===== src/rtl/shifter_ctrl.sv =====
// shifter_ctrl
// Sequencer around an external combinational barrel shifter. It implements
// the ARM-style register-specified shift rules: LSL, LSR, ASR, ROR and RRX,
// each with a shift amount of 0-255, and produces the carry-out.
//
// A request is accepted in IDLE and its operands are registered. The sh_*
// outputs are loaded at the same edge, so they stay glitch-free while the
// shifter settles in SHIFT. The result is captured at the end of SHIFT and
// is held in DONE until the consumer takes it.
//
// Handshake: a transfer happens on a rising edge where valid and ready are
// both high. The producer must hold valid and its payload until that edge.
// req_ready is high only in IDLE. rsp_valid is high only in DONE, and
// rsp_y/rsp_cout stay constant there until rsp_ready is seen.
//
// Ports
//   clk, reset              clock; asynchronous active-high reset
//   req_valid/req_ready     request handshake
//   req_op                  0=LSL 1=LSR 2=ASR 3=ROR 4=RRX (5-7 pass a through)
//   req_a, req_amt, req_cin operand, shift amount 0-255, carry in
//   sh_a, sh_shamt          barrel shifter operand and amount
//   sh_left/shift/arith     barrel shifter mode controls
//   sh_y                    barrel shifter result
//   rsp_valid/rsp_ready     response handshake
//   rsp_y, rsp_cout         shift result and carry-out
//   dbg_state               current FSM state (0=IDLE 1=SHIFT 2=DONE)
module shifter_ctrl (
  input  logic        clk,
  input  logic        reset,
  input  logic        req_valid,
  output logic        req_ready,
  input  logic [2:0]  req_op,
  input  logic [31:0] req_a,
  input  logic [7:0]  req_amt,
  input  logic        req_cin,
  output logic [31:0] sh_a,
  output logic [4:0]  sh_shamt,
  output logic        sh_left,
  output logic        sh_shift,
  output logic        sh_arith,
  input  logic [31:0] sh_y,
  output logic        rsp_valid,
  input  logic        rsp_ready,
  output logic [31:0] rsp_y,
  output logic        rsp_cout,
  output logic [1:0]  dbg_state
);

  typedef enum logic [1:0] {
    IDLE  = 2'd0,
    SHIFT = 2'd1,
    DONE  = 2'd2
  } state_t;

  localparam logic [2:0] OP_LSL = 3'd0;
  localparam logic [2:0] OP_LSR = 3'd1;
  localparam logic [2:0] OP_ASR = 3'd2;
  localparam logic [2:0] OP_ROR = 3'd3;
  localparam logic [2:0] OP_RRX = 3'd4;

  state_t      state;
  logic [2:0]  op_q;
  logic [31:0] a_q;
  logic [7:0]  amt_q;
  logic        cin_q;

  assign dbg_state = state;

  // Barrel controls derived from the incoming request. They are loaded into
  // the sh_* registers at accept time.
  logic       ctl_left, ctl_shift, ctl_arith;
  logic [4:0] ctl_shamt;
  logic       req_in_range;

  assign req_in_range = (req_amt != 8'd0) && (req_amt[7:5] == 3'd0);

  always_comb begin
    ctl_left  = 1'b0;
    ctl_shift = 1'b0;
    ctl_arith = 1'b0;
    ctl_shamt = 5'd0;
    case (req_op)
      OP_LSL: begin
        ctl_left  = 1'b1;
        ctl_shift = 1'b1;
        ctl_shamt = req_in_range ? req_amt[4:0] : 5'd0;
      end
      OP_LSR: begin
        ctl_shift = 1'b1;
        ctl_shamt = req_in_range ? req_amt[4:0] : 5'd0;
      end
      OP_ASR: begin
        ctl_shift = 1'b1;
        ctl_arith = 1'b1;
        ctl_shamt = req_in_range ? req_amt[4:0] : 5'd0;
      end
      // Rotation is modulo 32, so the low bits are always the right amount.
      OP_ROR:  ctl_shamt = req_amt[4:0];
      OP_RRX:  ctl_shamt = 5'd1;
      default: ctl_shamt = 5'd0;
    endcase
  end

  // Result selection from the stored request plus the shifter output.
  logic [31:0] res_y;
  logic        res_cout;
  logic        amt_zero, amt_small;
  logic [4:0]  idx_left;   // 32-amt, for LSL carry
  logic [4:0]  idx_right;  // amt-1, for right-shift carry

  assign amt_zero  = (amt_q == 8'd0);
  assign amt_small = (amt_q[7:5] == 3'd0);
  assign idx_left  = 5'd0 - amt_q[4:0];
  assign idx_right = amt_q[4:0] - 5'd1;

  always_comb begin
    res_y    = a_q;
    res_cout = cin_q;
    case (op_q)
      OP_LSL: begin
        if (amt_zero) begin
          res_y = a_q; res_cout = cin_q;
        end else if (amt_small) begin
          res_y = sh_y; res_cout = a_q[idx_left];
        end else if (amt_q == 8'd32) begin
          res_y = 32'd0; res_cout = a_q[0];
        end else begin
          res_y = 32'd0; res_cout = 1'b0;
        end
      end
      OP_LSR: begin
        if (amt_zero) begin
          res_y = a_q; res_cout = cin_q;
        end else if (amt_small) begin
          res_y = sh_y; res_cout = a_q[idx_right];
        end else if (amt_q == 8'd32) begin
          res_y = 32'd0; res_cout = a_q[31];
        end else begin
          res_y = 32'd0; res_cout = 1'b0;
        end
      end
      OP_ASR: begin
        if (amt_zero) begin
          res_y = a_q; res_cout = cin_q;
        end else if (amt_small) begin
          res_y = sh_y; res_cout = a_q[idx_right];
        end else begin
          res_y = {32{a_q[31]}}; res_cout = a_q[31];
        end
      end
      OP_ROR: begin
        if (amt_zero) begin
          res_y = a_q; res_cout = cin_q;
        end else if (amt_q[4:0] == 5'd0) begin
          // A whole number of full rotations leaves a unchanged.
          res_y = a_q; res_cout = a_q[31];
        end else begin
          res_y = sh_y; res_cout = a_q[idx_right];
        end
      end
      OP_RRX: begin
        // The shifter does ROR 1; the old carry replaces the wrapped bit.
        res_y    = {cin_q, sh_y[30:0]};
        res_cout = a_q[0];
      end
      default: begin
        res_y = a_q; res_cout = cin_q;
      end
    endcase
  end

  always_ff @(posedge clk or posedge reset) begin
    if (reset) begin
      state     <= IDLE;
      req_ready <= 1'b1;
      rsp_valid <= 1'b0;
      rsp_y     <= 32'd0;
      rsp_cout  <= 1'b0;
      op_q      <= 3'd0;
      a_q       <= 32'd0;
      amt_q     <= 8'd0;
      cin_q     <= 1'b0;
      sh_a      <= 32'd0;
      sh_shamt  <= 5'd0;
      sh_left   <= 1'b0;
      sh_shift  <= 1'b0;
      sh_arith  <= 1'b0;
    end else begin
      case (state)
        IDLE: begin
          if (req_valid) begin
            op_q      <= req_op;
            a_q       <= req_a;
            amt_q     <= req_amt;
            cin_q     <= req_cin;
            sh_a      <= req_a;
            sh_shamt  <= ctl_shamt;
            sh_left   <= ctl_left;
            sh_shift  <= ctl_shift;
            sh_arith  <= ctl_arith;
            req_ready <= 1'b0;
            state     <= SHIFT;
          end
        end
        SHIFT: begin
          rsp_y     <= res_y;
          rsp_cout  <= res_cout;
          rsp_valid <= 1'b1;
          state     <= DONE;
        end
        DONE: begin
          if (rsp_ready) begin
            rsp_valid <= 1'b0;
            req_ready <= 1'b1;
            state     <= IDLE;
          end
        end
        default: begin
          rsp_valid <= 1'b0;
          req_ready <= 1'b1;
          state     <= IDLE;
        end
      endcase
    end
  end

endmodule


===== config.mk =====
export PLATFORM = sky130hd
export DESIGN_NAME = shifter_ctrl
export DESIGN_NICKNAME = d
export VERILOG_FILES = /design/src/rtl/shifter_ctrl.sv
export SDC_FILE = /design/constraint.sdc
export NUM_CORES = 1
export LEC_CHECK = 0
export BUFFER_PORTS_ARGS = -buffer_cell sky130_fd_sc_hd__buf_2
export CELL_PAD_IN_SITES_DETAIL_PLACEMENT = 1
export CELL_PAD_IN_SITES_GLOBAL_PLACEMENT = 1
export CORE_MARGIN = 2
export CORE_UTILIZATION = 33
export DETAILED_ROUTE_END_ITERATION = 16
export PLACE_DENSITY = 0.79
export SLEW_MARGIN = 20
export SYNTH_ARGS = -nofsm -noshare
export SYNTH_HDL_FRONTEND = slang
export SYNTH_SLANG_ARGS = --single-unit

===== constraint.sdc =====
create_clock -name clk -period 3.1 [get_ports clk]
set_clock_uncertainty 0.15 [all_clocks]
set_input_delay 0.62 -clock clk [delete_from_list [all_inputs] [get_ports clk]]
set_output_delay 0.62 -clock clk [all_outputs]
set_load 0.005 [all_outputs]

======== After elaboration in Yosys (flattened, before gate mapping) ========
Cells that the tools add are included.
word-level totals
  bits in registers ....................... 89
  output and inout port bits .............. 77
cells by class
  add/sub/neg operators ................... 2
  $lt $le $gt $ge ......................... 2
  eq/ne operators ......................... 13
  multiplexer cells ....................... 35
  bitwise gates (word level) .............. 2
  reductions and logical operators ........ 15
operators by type and width
  operator                                                               number
  32-bit two-way mux                                                     6
  32-bit one-hot mux with 4 select lines                                 1
  1-bit two-way mux                                                      18
  5-bit one-hot mux with 3 select lines                                  1
  3-bit by 2-bit equality test with 1-bit output, second input constant  4
  3-bit zero test                                                        4
  5-bit by 6-bit < comparator with 1-bit output, second input constant   2
  1-bit binary-select mux with 5-bit select                              2
  8-bit by 6-bit equality test with 1-bit output, second input constant  1
  8-bit zero test                                                        1
  8-bit nonzero test                                                     1
  3-bit by 1-bit equality test with 1-bit output, second input constant  2
  3-bit equality test, second input constant                             2
  1-bit one-hot mux with 3 select lines                                  2
  2-bit one-hot mux with 3 select lines                                  1
  2-bit AND reduction                                                    3
  5-bit zero test                                                        1
  5-bit two-way mux                                                      1
  1-bit one-hot mux with 5 select lines                                  1
  1-bit by 5-bit subtractor with 5-bit output, first input constant      1
  5-bit by 1-bit subtractor with 5-bit output, second input constant     1
  2-bit two-way mux                                                      2
  2-bit != test, second input constant                                   2
  3-bit AND reduction                                                    1
  7 further kinds                                                        8

======== Longest topological paths before layout ========
Gate-level depths: netlist of run 1.
  word-level depth ........................ 6
  depth in mapped cells ................... 11
  depth with buffers taken out ............ 9

======== Worst setup path after synthesis of run 1 ========
No wires, ideal clock.
  path type ............................... register to register
  start point ............................. reg amt_q[0]
  end point ............................... reg rsp_cout
  data arrival time ....................... 2743 ps
  path slack .............................. 83 ps
  stages on the path, launching flop included .. 12
  cells stage by stage .................... dfrtp_1 clkbuf_1 clkinv_1 ha_1 clkbuf_1 clkbuf_1 mux4_2 mux2i_1 nor3_1 a31oi_1 nand4_1 a211o_1
between the ends
  word-level cells in the longest chain between the ends .. 6
  elaborated cells on any way between the ends .. 20
  classes of those cells .................. 2 x add/sub; 1 x eq/ne; 15 x mux; 2 x reduce/logical
ends and longest elaborated chain
  item                                                                                                        line      RTL
  start: declaration                                                                                          64        logic [7:0] amt_q;
  start signal: assignment                                                                                    194       amt_q <= req_amt;
  5-bit by 1-bit subtractor with 5-bit output or 1-bit by 5-bit subtractor with 5-bit output (tied branches)  114, 113
  1-bit binary-select mux with 5-bit select (on tied branches)                                                n/a
  1-bit two-way mux (on tied branches) (3 in series)                                                          n/a
  1-bit one-hot mux with 5 select lines *                                                                     119       case (op_q)
  end signal: assignment                                                                                      207       rsp_cout <= res_cout;
  end: declaration                                                                                            45        output logic rsp_cout,
Mark *: on every way between the ends. The rest lies on a longest branch, timed or not. The select of a mux whose other input is x is not followed.
A chain may end at the register's enable or synchronous reset.

======== Final worst setup path of run 1 ========
Ends and elaborated chain as after synthesis.

==> metrics.txt, run 1 <==
status completed; mux cell area share after synthesis 6.88%; final period utilization 88.4%; Yosys top cell by area dfrtp_1; global-route wire length before repair 26,700 µm; Worst slew margin 34.9%; synth warn 0; TritonCTS clock tree done; Initial DRC Count 217; commonest non-fill, non-tap cells in the layout nand2_1, buf_2, dfrtp_1, nor2_1, a21oi_1; Max Buffers Root-to-Sink 2; final setup violation count 0; Die Ht 125 µm; RSZ-0062 raised after global routing false; Hold-fix buffers, CTS 0; VDD IR max 0.423 mV; Synth Area in Compound Gates 17.2%; worst path required time 3.18 ns; total routed wirelength 16,400 µm; remaining global-route overflow 0; Hold/Removal Path Class in -> async; Yosys cell types 50; Yosys top cell area share 45.7%; fin crit period 2.74 ns; ys flop type dfrtp_1; Total Neg Setup Slack 0 ns; max frequency 365 MHz; Ports 157; critical path startpoint category flop; Slew Viols, Final 0; Post-synth EDFFs 0; CP Capture Type flop; Via density 5.31; core area 0.0144 mm²; Clock Tree Root clkbuf_16; commonest non-fill, non-tap cell in the layout nand2_1; pwr dens 1200 mW/mm²; Cells after Synth 574; std cell rows 44; # Post-CTS Setup Buffers 0; vias in the first global route 5,037; area grow syn2layout 27.2%; leakage 2.95 nW; Max-cap violations 0; CTS sink cnt 89; Synth Area in Simple Gates 23.8%; Die ar. 0.0156 mm²; Synth Area per Inst 8.39 µm²; final net count 805; WP data arrival 2.82 ns; DR pass1 iterations 4; worst-skew pair later-pin latency 0.35 ns; Detailed Place HPWL 12,000 µm; Post-Syn Area 0.00482 mm²; post-route ant nets 0; Crit Path Class reg -> reg; antenna violations before repair 1; Hold WS 0.251 ns; Die Width 125 µm; DR WL/cell 17.9 µm; DR DRC count 0; Post-Synth Adder-Cell Area 0.519%; GP Congestion 0.846; share of cells above drive strength 1 29.4%; Initial Utilization 33.4%; Synth Area in XOR/XNOR 1.69%; dominant cells by area after synthesis dfrtp_1, nand2_1, mux4_2, a21oi_1, o21ai_0; Worst Tran Pin Value 0.976 ns; final hold violations 0; CTS H-Tree Depth 3; register bit total from synthesis 89; largest family of logic cells by synthesized area simple AND/OR/NAND/NOR gates; total track usage 21.4%; clock-pin slew on the worst setup and hold paths 0.06 ns; largest net degree at the start of global routing 81; Port Buffers 156; post_cts resized 0; sequential area share after synthesis 46.3%; asr flop ratio synth 100%; Num CTS Buffers 9; Via Count 4,842; post-synth net total 656; CP Max Fanout 10
-- final cells by class --
cell class	count	area, µm²
antenna	1	2.50
clock buffer	11	233
clock inverter	4	45.0
fill	1788	8300
inverter	7	31.3
multi-input combinational	441	2430
sequential	89	2230
tap	184	230
timing repair buffer	175	923
-- cell usage after synthesis (all sizes together), types with 5 or more instances --
library cell / number
a21oi: 39
nor2: 46
a2111oi: 5
a22oi: 10
clkbuf: 33
inv: 6
a31oi: 26
o21ai: 39
dfrtp: 88
nor3: 6
nand2: 195
mux4: 11
nand3: 7
nor2b: 7
mux2i: 8
-- state kept, by name, indices dropped and copies added, names as in the netlist --
signal / count
a_q: 32
rsp_y: 32
amt_q: 8
sh_shamt: 5
op_q: 3
dbg_state: 2
cin_q: 1
req_ready: 1
rsp_cout: 1
rsp_valid: 1
sh_arith: 1
sh_left: 1
sh_shift: 1
-- path summary, 6_finish.rpt --
kind,startpoint,endpoint,slack (ns),cells past startpoint
worst max-delay path,amt_q[0]$_DFFE_PP0P_,rsp_cout$_DFFE_PP0P_,0.36,8
worst min-delay path,reset,rsp_y[3]$_DFFE_PP0P_,0.25,2
worst max register to register,amt_q[0]$_DFFE_PP0P_,rsp_cout$_DFFE_PP0P_,0.36,8
worst min register to register,sh_shift$_DFFE_PP0P_,sh_shift$_DFFE_PP0P_,0.33,1
max in group asynchronous,reset,rsp_y[12]$_DFFE_PP0P_,1.86,3
min in group clk,req_a[17],a_q[17]$_DFFE_PP0P_,0.32,3
-- critical path, cell delays in order (launching register included) --
cell	delay (ns)
dfrtp_1	0.35
clkinv_1	0.09
ha_1	0.35
xnor2_4	0.41
mux4_2	0.56
o21ai_0	0.22
or4_1	0.16
a31oi_1	0.08
a211o_1	0.27
-- through the flow --
stage / power [mW] / worst slack, ns / area [µm²] / util [%] / instances
floorplan: 4.75 / 0.0247 / 4820 / - / 574
global placement: 6.16 / 0.411 / 5840 / 40.5 / 896
detailed placement: 6.32 / 0.369 / 5840 / 40.5 / 896
CTS: 7.43 / 0.341 / 6120 / 42.4 / 911
global route: 7.99 / 0.101 / 6120 / 42.5 / 911
finish: 7.36 / 0.360 / 6130 / 42.5 / 912
-- routing by layer --
metal	GRT usage [%]	vias to the layer above	wire length [µm]
met4	5.82	0	186
met2	36.0	130	8050
li1	-	2282	-
met1	29.0	2416	7380
met3	3.14	14	730
met5	0	-	0
-- power breakdown --
group	total [mW]	leakage, nW	switching (mW)	internal, mW
Sequential	2.35	1.07	0.629	1.72
Combinational	3.94	1.74	2.25	1.69
Clock	1.07	0.139	0.451	0.617
-- logic make-up after synthesis --
kind of cell,Yosys count
DFF,89
adders and majority gates,2
and+or+nand+nor,278
xor gates and xnor gates,5
buffers and inverters,44
AOI/OAI and AO/OA,137
muxes,19
No activity file was read; power rests on OpenSTA's default activity.
==> inputs of run 2 (changes only) <==
--- a/config.mk
+++ b/config.mk
@@ -9,9 +9,9 @@
 export CELL_PAD_IN_SITES_DETAIL_PLACEMENT = 1
 export CELL_PAD_IN_SITES_GLOBAL_PLACEMENT = 1
 export CORE_MARGIN = 2
-export CORE_UTILIZATION = 33
+export CORE_UTILIZATION = 40
 export DETAILED_ROUTE_END_ITERATION = 16
-export PLACE_DENSITY = 0.79
+export PLACE_DENSITY = 0.89
 export SLEW_MARGIN = 20
 export SYNTH_ARGS = -nofsm -noshare
 export SYNTH_HDL_FRONTEND = slang
==> constraint.sdc (replaced) <==
create_clock -name clk -period 3.4 [get_ports clk]
set_clock_uncertainty 0.15 [all_clocks]
set_input_delay 0.68 -clock clk [delete_from_list [all_inputs] [get_ports clk]]
set_output_delay 0.68 -clock clk [all_outputs]
set_load 0.005 [all_outputs]
==> run 2 against run 1 <==
Net effect: first-iteration DRC count up 44%; register-to-register slack lost 0.11 ns; count of clock-buffer cells in the layout up 3; total power decreased by 7.9%; fmax is 13% lower; highest routed layer unchanged; via count increased by 2.9%; clock power hardly changed; combinational power shrank 9.6%; global-route usage is 4.5 points higher; sequential power decreased by 8%.
==> metrics.txt, run 2 (synthesized netlist as in run 1, its figures left out) <==
post_cts resized 0 (unchanged); worst path required time 3.52 ns (+0.34 ns); share of cells above drive strength 1 28.8% (-0.63 points); Detailed Place HPWL 11,800 µm (-1.8%); Max Used Layer met4; Worst slew margin 36.1% (+1.2 points); Ports 157 (unchanged); critical path startpoint category flop; Final Non-Filler Cells 869 (-4.7%); # Post-CTS Setup Buffers 0 (unchanged); ANT cells 0 (-1); Max Buffers Root-to-Sink 2 (unchanged); final net count 799 (-0.75%); TritonCTS clock tree done; Largest regs a_q (32), rsp_y (32), amt_q (8); final hold violations 0 (unchanged); CP Capture Type flop; Worst Tran Pin Value 0.958 ns (-0.0183 ns); largest net degree at the start of global routing 90 (+11%); depth of the most critical reg-to-reg path 9 (+1); R2R setup slack 0.25 ns (-0.11 ns); Max-cap violations 0 (unchanged); metal2 WL 8370 µm (+4.0%); Clock Tree Root clkbuf_16; Via Count 4,980 (+2.9%); CP cell instances clkinv_1 -> ha_1 -> nor3b_2 -> ha_1 -> o32ai_1 -> o21a_1 -> buf_4 -> nand2_1 -> a31oi_1; Via density 5.73 (+7.9%); pwr dens 1120 mW/mm² (-6.9%); total routed wirelength 16,600 µm (+1.5%); Total Neg Setup Slack 0 ns (unchanged); Slew Viols, Final 0 (unchanged); CTS H-Tree Depth 3 (unchanged); CTS sink cnt 89 (unchanged); vias in the first global route 5,163 (+2.5%); std cell rows 40 (-9.1%); Hold-fix buffers, CTS 0 (unchanged); WP data arrival 3.26 ns (+0.44 ns); Fillers 1,484 (-17%); leakage 2.94 nW (-0.60%); Hold/Removal Path Class in -> async; R2R Path End rsp_y[3]$_DFFE_PP0P_; Initial DRC Count 312 (+44%); Crit Path Class reg -> reg; final period utilization 92.5% (+4.1 points); Die Width 114 µm (-8.9%); CP dominant cell by count ha_1; fin crit period 3.15 ns (+0.406 ns); crit-path max cell delay 0.51 ns (-0.05 ns); Die Ht 114 µm (-8.9%); core area 0.0119 mm² (-18%); Initial Utilization 40.6% (+7.2 points); status completed; RSZ-0062 raised after global routing false; remaining global-route overflow 0 (unchanged); DR DRC count 0 (unchanged); Port Buffers 156 (unchanged); VDD IR max 0.445 mV (+5.3%); max frequency 318 MHz (-13%); post-layout util 51.1% (+8.6 points); commonest non-fill, non-tap cells in the layout nand2_1, buf_2, dfrtp_1, nor2_1, a21oi_1; global-route wire length before repair 26,100 µm (-2.1%); Die ar. 0.0129 mm² (-17%); Crit path max-delay family compound AO/OA/AOI/OAI gates; M1 wire length 6960 µm (-5.8%); commonest non-fill, non-tap cell in the layout nand2_1; Num CTS Buffers 9 (unchanged); antenna violations before repair 0 (-1); GP Congestion 0.880 (+4.0%); area grow syn2layout 25.8%; total track usage 25.9% (+4.5 points); post-route ant nets 0 (unchanged); DR WL/cell 19.1 µm (+6.5%); worst-skew pair later-pin latency 0.35 ns (about the same); worst path buffer plus inverter count 2 (+1); final setup violation count 0 (unchanged); # placed instances 853 (-4.8%); CP Max Fanout 15 (+5); worst r2r src amt_q[0]$_DFFE_PP0P_; DR WL met3 952 µm (+30%); clock-pin slew on the worst setup and hold paths 0.06 ns (about the same); DR pass1 iterations 5 (+1); Crit-path slowest cell o21a_1
## run 2: where the power goes
part	switching (mW)	total, mW	leakage [nW]	internal, mW
Sequential	0.602	2.17	1.07	1.57
Combinational	2.04	3.56	1.71	1.52
Clock	0.419	1.05	0.153	0.630
## run 2: layout make-up
class	count	area, µm²	share of cell area [%]
multi-input cells	441	2430	40.1
flip-flops and latches	89	2230	36.8
repair buffers	169	878	14.5
clock buffers	14	274	4.52
well taps	147	184	3.03
clock inverters	2	35.0	0.578
inverters	7	31.3	0.516
## run 2: how the worst max path moves through the flow
stage,from,endpoint,cells after the start
CTS,amt_q[0]$_DFFE_PP0P_,rsp_y[3]$_DFFE_PP0P_,9
global placement,amt_q[0]$_DFFE_PP0P_,rsp_y[0]$_DFFE_PP0P_,9
finish,amt_q[0]$_DFFE_PP0P_,rsp_y[3]$_DFFE_PP0P_,9
global route,amt_q[0]$_DFFE_PP0P_,rsp_y[26]$_DFFE_PP0P_,9
floorplan,reset,a_q[0]$_DFFE_PP0P_,1
detailed placement,amt_q[0]$_DFFE_PP0P_,rsp_y[3]$_DFFE_PP0P_,9
## run 2: through the flow
stage | setup slack (ns) | total power [mW] | instance area, µm² | hold slack [ns]
2_1_floorplan | 0.265 | 4.33 | 4820 | 0.313
3_3_place_gp | 0.495 | 5.51 | 5750 | 0.301
3_5_place_dp | 0.320 | 5.71 | 5750 | 0.326
4_1_cts | 0.270 | 6.80 | 6060 | 0.348
5_1_grt | 0.0619 | 7.27 | 6060 | 0.367
6_report | 0.254 | 6.78 | 6060 | 0.337
## run 2: per-layer routing
metal	global-route usage, %	vias up
met1	32.2	2484
met5	0	-
met3	5.15	31
met2	45.3	196
met4	8.86	0
li1	-	2269
==> inputs of run 3 (changes only) <==
--- a/config.mk
+++ b/config.mk
@@ -5,13 +5,15 @@
 export SDC_FILE = /design/constraint.sdc
 export NUM_CORES = 1
 export LEC_CHECK = 0
+export ABC_AREA = 1
+export ABC_CLOCK_PERIOD_IN_PS = 3400
 export BUFFER_PORTS_ARGS = -buffer_cell sky130_fd_sc_hd__buf_2
 export CELL_PAD_IN_SITES_DETAIL_PLACEMENT = 1
 export CELL_PAD_IN_SITES_GLOBAL_PLACEMENT = 1
 export CORE_MARGIN = 2
-export CORE_UTILIZATION = 40
+export CORE_UTILIZATION = 39
 export DETAILED_ROUTE_END_ITERATION = 16
-export PLACE_DENSITY = 0.89
+export PLACE_DENSITY = 0.88
 export SLEW_MARGIN = 20
 export SYNTH_ARGS = -nofsm -noshare
 export SYNTH_HDL_FRONTEND = slang
==> run 3 against run 2 <==
Net effect: via count rose by 12%; design area grew 5.0%; critical path depth rose by 3; count of clock-buffer cells in the layout fell by 1; sequential share of layout area decreased by 1.7 points; cell count grew 20%; total power is 0.14% lower; first-iteration DRC count up 34%; worst hold slack lost 0.015 ns; combinational power increased by 4%.
==> metrics.txt, run 3 <==
TritonCTS clock tree done; Multi-input gate area 0.00250 mm² (+2.7%); Die Ht 119 µm (+4.9%); depth of the most critical reg-to-reg path 12 (+3); asr flop ratio synth 100% (unchanged); Max Buffers Root-to-Sink 2 (unchanged); Ports 157 (unchanged); Crit-path slowest cell nor2_2; area grow syn2layout 22.6%; worst r2r src amt_q[0]$_DFFE_PP0P_; commonest non-fill, non-tap cell in the layout nand2_1; Initial Utilization 39.5% (-1.1 points); final hold violations 0 (unchanged); Post-synth EDFFs 0 (unchanged); WP data arrival 2.84 ns (-0.42 ns); share of cells above drive strength 1 24.2% (-4.6 points); post_cts resized 0 (unchanged); RSZ-0062 raised after global routing false; Initial DRC Count 418 (+34%); Max-cap violations 0 (unchanged); leakage 3.29 nW (+12%); worst path required time 3.47 ns (-0.05 ns); met2 GRT Util 43.1% (-2.2 points); CP Capture Type flop; antenna violations before repair 0 (unchanged); final period utilization 81.2% (-11 points); GP Congestion 0.884 (+0.50%); GR Util met1 34.7% (+2.5 points); # Post-CTS Setup Buffers 0 (unchanged); status completed; setup slack after layout 0.638 ns (+0.384 ns); CTS H-Tree Depth 3 (unchanged); register bit total from synthesis 89 (unchanged); Port Buffers 156 (unchanged); Crit Path Class reg -> reg; placed cell area 0.00609 mm² (+5.9%); remaining global-route overflow 0 (unchanged); DR WL/cell 17.3 µm (-9.6%); met3 GRT Util 4.60% (-0.56 points); vias in the first global route 5,703 (+10%); Detailed Place HPWL 12,900 µm (+9.6%); Hold WS 0.321 ns (-0.0155 ns); VDD IR max 0.394 mV (-12%); Clock Tree Root clkbuf_16; Yosys cell types 37 (-26%); Yosys top cell by area dfrtp_1; total track usage 26.2% (+0.28 points); final net count 943 (+18%); Via density 5.33 (-6.9%); Final Power 6.77 mW (-0.14%); CP Max Fanout 27 (+12); CP dominant cell by count nand2_1; final cell area excluding filler cells 0.00636 mm² (+5.0%); largest net degree at the start of global routing 47 (-48%); Yosys top cell area share 42.4% (-3.3 points); Fillers 1,764 (+19%); Place WS 0.684 ns (+0.364 ns); Die ar. 0.0142 mm² (+10%); global-route wire length before repair 29,600 µm (+13%); Post-Syn Area 0.00519 mm² (+7.7%); Hold/Removal Path Class in -> async; Worst slew margin 35.6% (-0.49 points); Cells after Synth 724 (+26%); clock-pin slew on the worst setup and hold paths 0.07 ns (about the same); Total Neg Setup Slack 0 ns (unchanged); CTS sink cnt 89 (unchanged); R2R setup slack 0.64 ns (+0.38 ns); Synth Area per Inst 7.17 µm² (-15%); std cell rows 42 (+5.0%); crit-path max cell delay 0.71 ns (+0.20 ns); critical path startpoint category flop; dominant cells by area after synthesis dfrtp_1, nand2_1, nand3_1, o21ai_0, inv_1; Slew Viols, Final 0 (unchanged); fin crit period 2.76 ns (-0.384 ns); Num CTS Buffers 9 (unchanged); layer with the highest usage met2; Die Width 119 µm (+4.9%); synth warn 0 (unchanged); Hold-fix buffers, CTS 0 (unchanged); commonest non-fill, non-tap cells in the layout nand2_1, buf_2, dfrtp_1, nand3_1, inv_1; ys flop type dfrtp_1; total routed wirelength 18,000 µm (+8.4%); pwr dens 1060 mW/mm² (-4.9%); CP cell instances inv_2 -> ha_1 -> nand3_2 -> nor2_2 -> nand2_4 -> inv_2 -> nor2_2 -> nand2_1 -> nand2_1 -> nand2_1 -> a21oi_1 -> a31oi_1; max frequency 362 MHz (+14%); sequential cell area 0.00223 mm² (unchanged); DR pass1 iterations 6 (+1); core area 0.0131 mm² (+11%); Largest regs a_q (32), rsp_y (32), amt_q (8); post-route ant nets 0 (unchanged); post-synth net total 806 (+23%); Worst Tran Pin Value 0.965 ns (+0.00737 ns); worst-skew pair later-pin latency 0.35 ns (about the same); ANT cells 0 (unchanged); R2R Path End rsp_y[23]$_DFFE_PP0P_; DR DRC count 0 (unchanged); sequential area share after synthesis 42.9% (-3.3 points); count leader, synth nand2_1; synth cell count leaders nand2_1, dfrtp_1, nand3_1; Via Count 5,558 (+12%); final setup violation count 0 (unchanged)
[run 3: power by group]
group	switching [mW]	internal, mW	total (mW)
Sequential	0.543	1.57	2.12
Combinational	2.39	1.32	3.71
Clock	0.412	0.532	0.944
[run 3: how the worst max path moves through the flow]
stage               cells after the start               endpoint                  from
floorplan                               1     a_q[0]$_DFFE_PP0P_                 reset
global placement                       14   rsp_cout$_DFFE_PP0P_  amt_q[0]$_DFFE_PP0P_
detailed placement                     12  rsp_y[23]$_DFFE_PP0P_  amt_q[0]$_DFFE_PP0P_
CTS                                    12  rsp_y[23]$_DFFE_PP0P_  amt_q[0]$_DFFE_PP0P_
global route                           12  rsp_y[23]$_DFFE_PP0P_  amt_q[0]$_DFFE_PP0P_
finish                                 12  rsp_y[23]$_DFFE_PP0P_  amt_q[0]$_DFFE_PP0P_
[run 3: cell type report]
| class | count | area share (%) |
|---|---|---|
| sequential | 89 | 35.0 |
| clock buffer | 13 | 4.09 |
| clock inverter | 3 | 0.236 |
| tap | 176 | 3.46 |
| multi-input combinational | 524 | 39.2 |
| timing repair buffer | 168 | 13.9 |
| inverter | 69 | 4.09 |
[run 3: worst max-delay path, delay by kind of cell, from the launching register on]
kind / cells / cell delay (ns)
AO/OA/AOI/OAI: 2 / 0.22
adder cells (fa/ha/maj): 1 / 0.23
buffers and inverters: 2 / 0.13
flip-flops: 1 / 0.37
AND/OR/NAND/NOR: 7 / 1.54
[run 3: cell families (layout without fill, tap and decap cells)]
kind of cell	Yosys count	count (layout)	share of synthesized area, %
compound gates	159	159	18.3
xor+xnor	1	1	0.169
fa+ha+maj	2	2	0.482
buf+inv	111	253	8.99
flops	89	89	42.9
simple gates	362	362	29.1
[run 3: metal layers]
| layer | up-vias | share of wire (%) |
|---|---|---|
| li1 | 2658 | - |
| met1 | 2695 | 45 |
| met2 | 188 | 48 |
| met3 | 17 | 5.7 |
| met4 | 0 | 1.5 |
| met5 | - | 0 |
[run 3: metrics by stage]
stage | instances | util [%]
2_1_floorplan | 724 | -
3_3_place_gp | 1026 | 46.3
3_5_place_dp | 1026 | 46.3
4_1_cts | 1042 | 48.4
5_1_grt | 1042 | 48.4
6_report | 1042 | 48.4
